File: src/rtl/scnn_input_compressor.sv
// Zero-skipping compressor: dense raster plane in, tiles of up to TILE_NZ nonzeros out.
// Tile valid the cycle after its closing accept; in_ready is held low while a tile waits on out_ready.
module scnn_input_compressor #(
   parameter int DATA_W  = 16,
   parameter int TILE_NZ = 16,
   parameter int IDX_W   = 8
) (
   input  logic                             clk,
   input  logic                             rst,
   input  logic                             start,
   input  logic [7:0]                       ip_dim,
   input  logic                             in_valid,
   input  logic [DATA_W-1:0]                in_data,
   output logic                             in_ready,
   output logic                             out_valid,
   input  logic                             out_ready,
   output logic [TILE_NZ-1:0][DATA_W-1:0]   compressed_inputs,
   output logic [TILE_NZ-1:0][IDX_W-1:0]    comp_indices_ips,
   output logic [7:0]                       num_nz_ips,
   output logic [7:0]                       offset_ipind,
   output logic                             last_tile,
   output logic                             done,
   output logic                             err
);
   localparam int SLOT_W = $clog2(TILE_NZ);

   typedef enum logic [1:0] {IDLE, FILL, HOLD, DONE} state_t;
   state_t state, state_nxt;

   logic [8:0] total;
   logic [8:0] pos;
   logic [8:0] dim9;
   logic       dim_ok;
   logic       accept;
   logic       nz;
   logic       slot_last;
   logic       at_end;

   assign dim9      = {1'b0, ip_dim};
   assign dim_ok    = (ip_dim != 8'd0) && (ip_dim <= 8'd16);
   assign in_ready  = (state == FILL);
   assign out_valid = (state == HOLD);
   assign done      = (state == DONE);
   assign accept    = in_valid && in_ready;
   assign nz        = (in_data != '0);
   assign slot_last = nz && (num_nz_ips == 8'(TILE_NZ - 1));
   assign at_end    = (pos == total - 9'd1);

   always_ff @(posedge clk) begin
      if (rst) state <= IDLE;
      else     state <= state_nxt;
   end

   always_comb begin
      state_nxt = state;
      case (state)
         IDLE:    if (start && dim_ok) state_nxt = FILL;
         FILL:    if (accept && (slot_last || at_end)) state_nxt = HOLD;
         HOLD:    if (out_ready) state_nxt = last_tile ? DONE : FILL;
         DONE:    state_nxt = IDLE;
         default: state_nxt = IDLE;
      endcase
   end

   always_ff @(posedge clk) begin
      if (rst) begin
         total             <= '0;
         pos               <= '0;
         compressed_inputs <= '0;
         comp_indices_ips  <= '0;
         num_nz_ips        <= '0;
         offset_ipind      <= '0;
         last_tile         <= 1'b0;
         err               <= 1'b0;
      end else begin
         err <= 1'b0;
         case (state)
            IDLE: begin
               if (start) begin
                  if (dim_ok) begin
                     total             <= dim9 * dim9;
                     pos               <= '0;
                     compressed_inputs <= '0;
                     comp_indices_ips  <= '0;
                     num_nz_ips        <= '0;
                     offset_ipind      <= '0;
                     last_tile         <= 1'b0;
                  end else begin
                     err <= 1'b1;
                  end
               end
            end
            FILL: begin
               if (accept) begin
                  pos <= pos + 9'd1;
                  if (nz) begin
                     compressed_inputs[num_nz_ips[SLOT_W-1:0]] <= in_data;
                     comp_indices_ips[num_nz_ips[SLOT_W-1:0]]  <= IDX_W'(pos);
                     num_nz_ips                                <= num_nz_ips + 8'd1;
                  end
                  if (at_end) last_tile <= 1'b1;
               end
            end
            HOLD: begin
               // Unused slots must read zero: the PE fetches in groups of 4 past num_nz.
               if (out_ready && !last_tile) begin
                  compressed_inputs <= '0;
                  comp_indices_ips  <= '0;
                  num_nz_ips        <= '0;
                  offset_ipind      <= pos[7:0];
               end
            end
            default: ;
         endcase
      end
   end
endmodule

File: config.mk
export PLATFORM = sky130hd
export DESIGN_NAME = scnn_input_compressor
export DESIGN_NICKNAME = d
export VERILOG_FILES = /design/src/rtl/scnn_input_compressor.sv
export SDC_FILE = /design/constraint.sdc
export NUM_CORES = 1
export LEC_CHECK = 0
export ABC_CLOCK_PERIOD_IN_PS = 4600
export BUFFER_PORTS_ARGS = -buffer_cell sky130_fd_sc_hd__buf_4
export CORE_ASPECT_RATIO = 0.7
export CORE_UTILIZATION = 45
export CTS_BUF_LIST = sky130_fd_sc_hd__clkbuf_4 sky130_fd_sc_hd__clkbuf_8
export CTS_CLUSTER_SIZE = 10
export DETAILED_ROUTE_END_ITERATION = 12
export PLACE_DENSITY = 0.7
export SLEW_MARGIN = 15
export SYNTH_ARGS = -nofsm -noshare
export SYNTH_HDL_FRONTEND = slang
export SYNTH_SLANG_ARGS = --single-unit
File: constraint.sdc
create_clock -name clk -period 4.6 [get_ports clk]
set_clock_uncertainty 0.2 [all_clocks]
set_input_delay 0.92 -clock clk [delete_from_list [all_inputs] [get_ports clk]]
set_output_delay 0.92 -clock clk [all_outputs]
set_load 0.02 [all_outputs]
==> impl_results.md <==
- Synth warnings: 0
- Power Total: 7.372 mW
- Fill cells: 3136
- Count of nets after finishing: 2225
- Largest net degree at the start of global routing: 103
- Syn Std Cell Area: 16680 sq um
- Worst VDD drop: around 230 uV
- Final instance area: 21350 sq um
- Post-Syn Area per Cell: 9.127 sq um
- Top FF cell, synth: dfxtp_1
- Gpl congestion: 0.8852
- Max-slew headroom: 0.2539
- Hold Crit Class: flip-flop to flip-flop
- Post-synth cell types: between 60 and 70
- Clock Path Buffers: 3
- Hold WS: about 260 ps
- Crit path DAT: just over 4000 ps
- Starting density of the core: 0.4607
- Wire per inst: between 20 and 25 um
- Final setup fails: 0
- Post-synth top cells: dfxtp_1, nand3_1, a21oi_1, nand2_1, clkbuf_1
- Root Driver: clkbuf_8
- Initial DRC Count: between 1500 and 2000
- Crit end category: flip-flop
- Final worst slack: around 850 ps
- Unrepaired setup endpoints after global routing: no
- Count leader, synth: dfxtp_1
- Synthesized instance count: approximately 1800
- Final ANT Viol Nets: 0
- Setup TNS: 0 ps
- Setup WS pre-CTS: 183.7 ps
- Clock transition at path regs: around 60 ps
- Synth Area in Simple Gates: 0.2013
- Post-synthesis sequential area ratio: 0.5051
- Die area: between 30000 and 40000 sq um
- GRT overflow: 0
- TritonRoute pass-1 iters: 5
- Xor/xnor share of the synthesized area: 0.01627
- Async SR Flop Fraction: 0
- Lkg Pwr: approximately 8.5 nW
- EDFF count, synth: 0
- Power Dens Cells: 345.3 nW/um^2
- Startpoint Class: input port
- Area after DPL: roughly 20000 sq um
- Drt drc: 0
- Via count: about 16000
- Die width: ~230 um
- Fin cells: ~2700
- Port Buffer Count: 433
- Post-CTS setup buffers: 0
- Proportion of synthesized area in mux cells: 0.004274
- Global-route wire length before repair: 90910 um
- Worst endpoint required time: approximately 5000 ps
- Post-DP HPWL: 41800 um
- Core region area: 36210 sq um
- Vias in the first global route: 14630
- Flops & latches, synth: around 420
- GRT Overall Usage: 0.3115
- Crit share post-route: 0.8153
- Share of the synthesized area in the top cell type: 0.5051
- Die height: approximately 160 um
- Worst Path Max Fanout: 6
- Hold Vio Cnt, Final: 0
- Final WL: roughly 60000 um
- Largest cells by area after synthesis: dfxtp_1, nand3_1, a22o_1
- Clock Latency Late Sink: ~630 ps
- Largest family of logic cells by synthesized area: simple AND/OR/NAND/NOR gates
- Post-Synth Adder-Cell Area: 0.03015
- Fraction of layout cells with a size suffix above 1: 0.2710
- Crit Path Class: input port to flip-flop
- # hold bufs at CTS: 0
- Status: complete, no violations
- Peak Freq: 266.7 MHz
- Synth Area in Compound Gates: 0.1862
- Via density: 5.904
- CTS Buf Count: 61
- Min Tclk post-route: approximately 3800 ps
- Cts repair resizes: 0
- Final antenna diode count: 0
- Max Cap Viol: 0
- Antenna violations before repair: 0
- IO Pins: 434
- Final Core Density: 0.5896
- Cell Rows: 58
- Synth-to-layout area growth: 27.96%
- CTS sink cnt: roughly 420
- H-tree depth: 2
- Slew @ Worst Pin: 1118 ps
- TritonCTS clock tree: built
- Area leader, netlist: dfxtp_1
- Slew Viols, Final: 0
- Inst Count DP: 2580
[registers in the layout, indices dropped and copies added, names as in the netlist]
register,cells
comp_indices_ips,128
compressed_inputs,256
err,1
last_tile,1
num_nz_ips,8
offset_ipind,8
pos,9
state,2
total,8
[layout by cell type, fill, tap and decap left out, drive strengths merged, types with 7 or more instances in the layout]
| cell type | instances |
|---|---|
| a21oi | 202 |
| a22o | 128 |
| a22oi | 20 |
| a32o | 18 |
| a32oi | 12 |
| and2 | 39 |
| and3 | 7 |
| and4 | 8 |
| buf | 463 |
| clkbuf | 97 |
| dfxtp | 421 |
| fa | 12 |
| ha | 21 |
| inv | 38 |
| nand2 | 195 |
| nand2b | 19 |
| nand3 | 234 |
| nand3b | 8 |
| nand4 | 13 |
| nor2 | 67 |
| nor3 | 20 |
| nor4 | 17 |
| o21ai | 10 |
| o22ai | 18 |
| o2bb2ai | 14 |
| o32ai | 7 |
| or4 | 11 |
| xnor2 | 24 |
| xor2 | 7 |
[final timing paths]
kind | from | endpoint | slack (ps) | cells after the start
setup reg to reg | state[0] | compressed_inputs[142] | 870 | 7
setup / recovery | ip_dim[4] | total[8] | 850 | 14
hold / removal | offset_ipind[6] | offset_ipind[6] | 260 | 2
hold reg to reg | offset_ipind[6] | offset_ipind[6] | 260 | 2
[critical path: stages]
cell and delay [ps]:
buf_4 130, and2_1 190, ha_1 180, or2_2 310, fa_1 530, inv_1 50
fa_1 530, inv_1 50, fa_1 430, ha_1 300, o21ai_0 90, nand2b_1 90
xnor2_1 160, o22ai_1 100
[cell families (layout without fill, tap and decap cells)]
group,count (synthesis),count (layout)
muxes,7,7
buffers and inverters,229,603
and+or+nand+nor,657,657
other,1,2
adders and majority gates,33,33
AOI/OAI and AO/OA,449,449
xor gates and xnor gates,31,31
DFF,421,421
[per-layer routing]
metal / up-vias / global-route usage / wire length, um
met1: 7754 / 0.4204 / 25650
li1: 7140 / - / -
met4: 0 / 0.1089 / 1926
met2: 816 / 0.4827 / 27770
met5: - / 0 / 0
met3: 131 / 0.07769 / 5987
[final cells by class]
type,count,area (sq um),share of cell area
repair buffers,464,3527,0.1652
multi-input cells,1179,7358,0.3447
clock buffers,96,1202,0.05632
inverters,36,135.1,0.006330
well taps,480,600.6,0.02813
flip-flops and latches,421,8428,0.3948
clock inverters,7,97.59,0.004571
[report_power, final]
part / internal, mW / switching, mW / total (mW)
logic: 0.171 / 0.348 / 0.519
registers: 3.65 / 0.00644 / 3.66
clock network: 1.76 / 1.44 / 3.20
total: 5.58 / 1.79 / 7.37
Power figures use the tool's default switching activity.
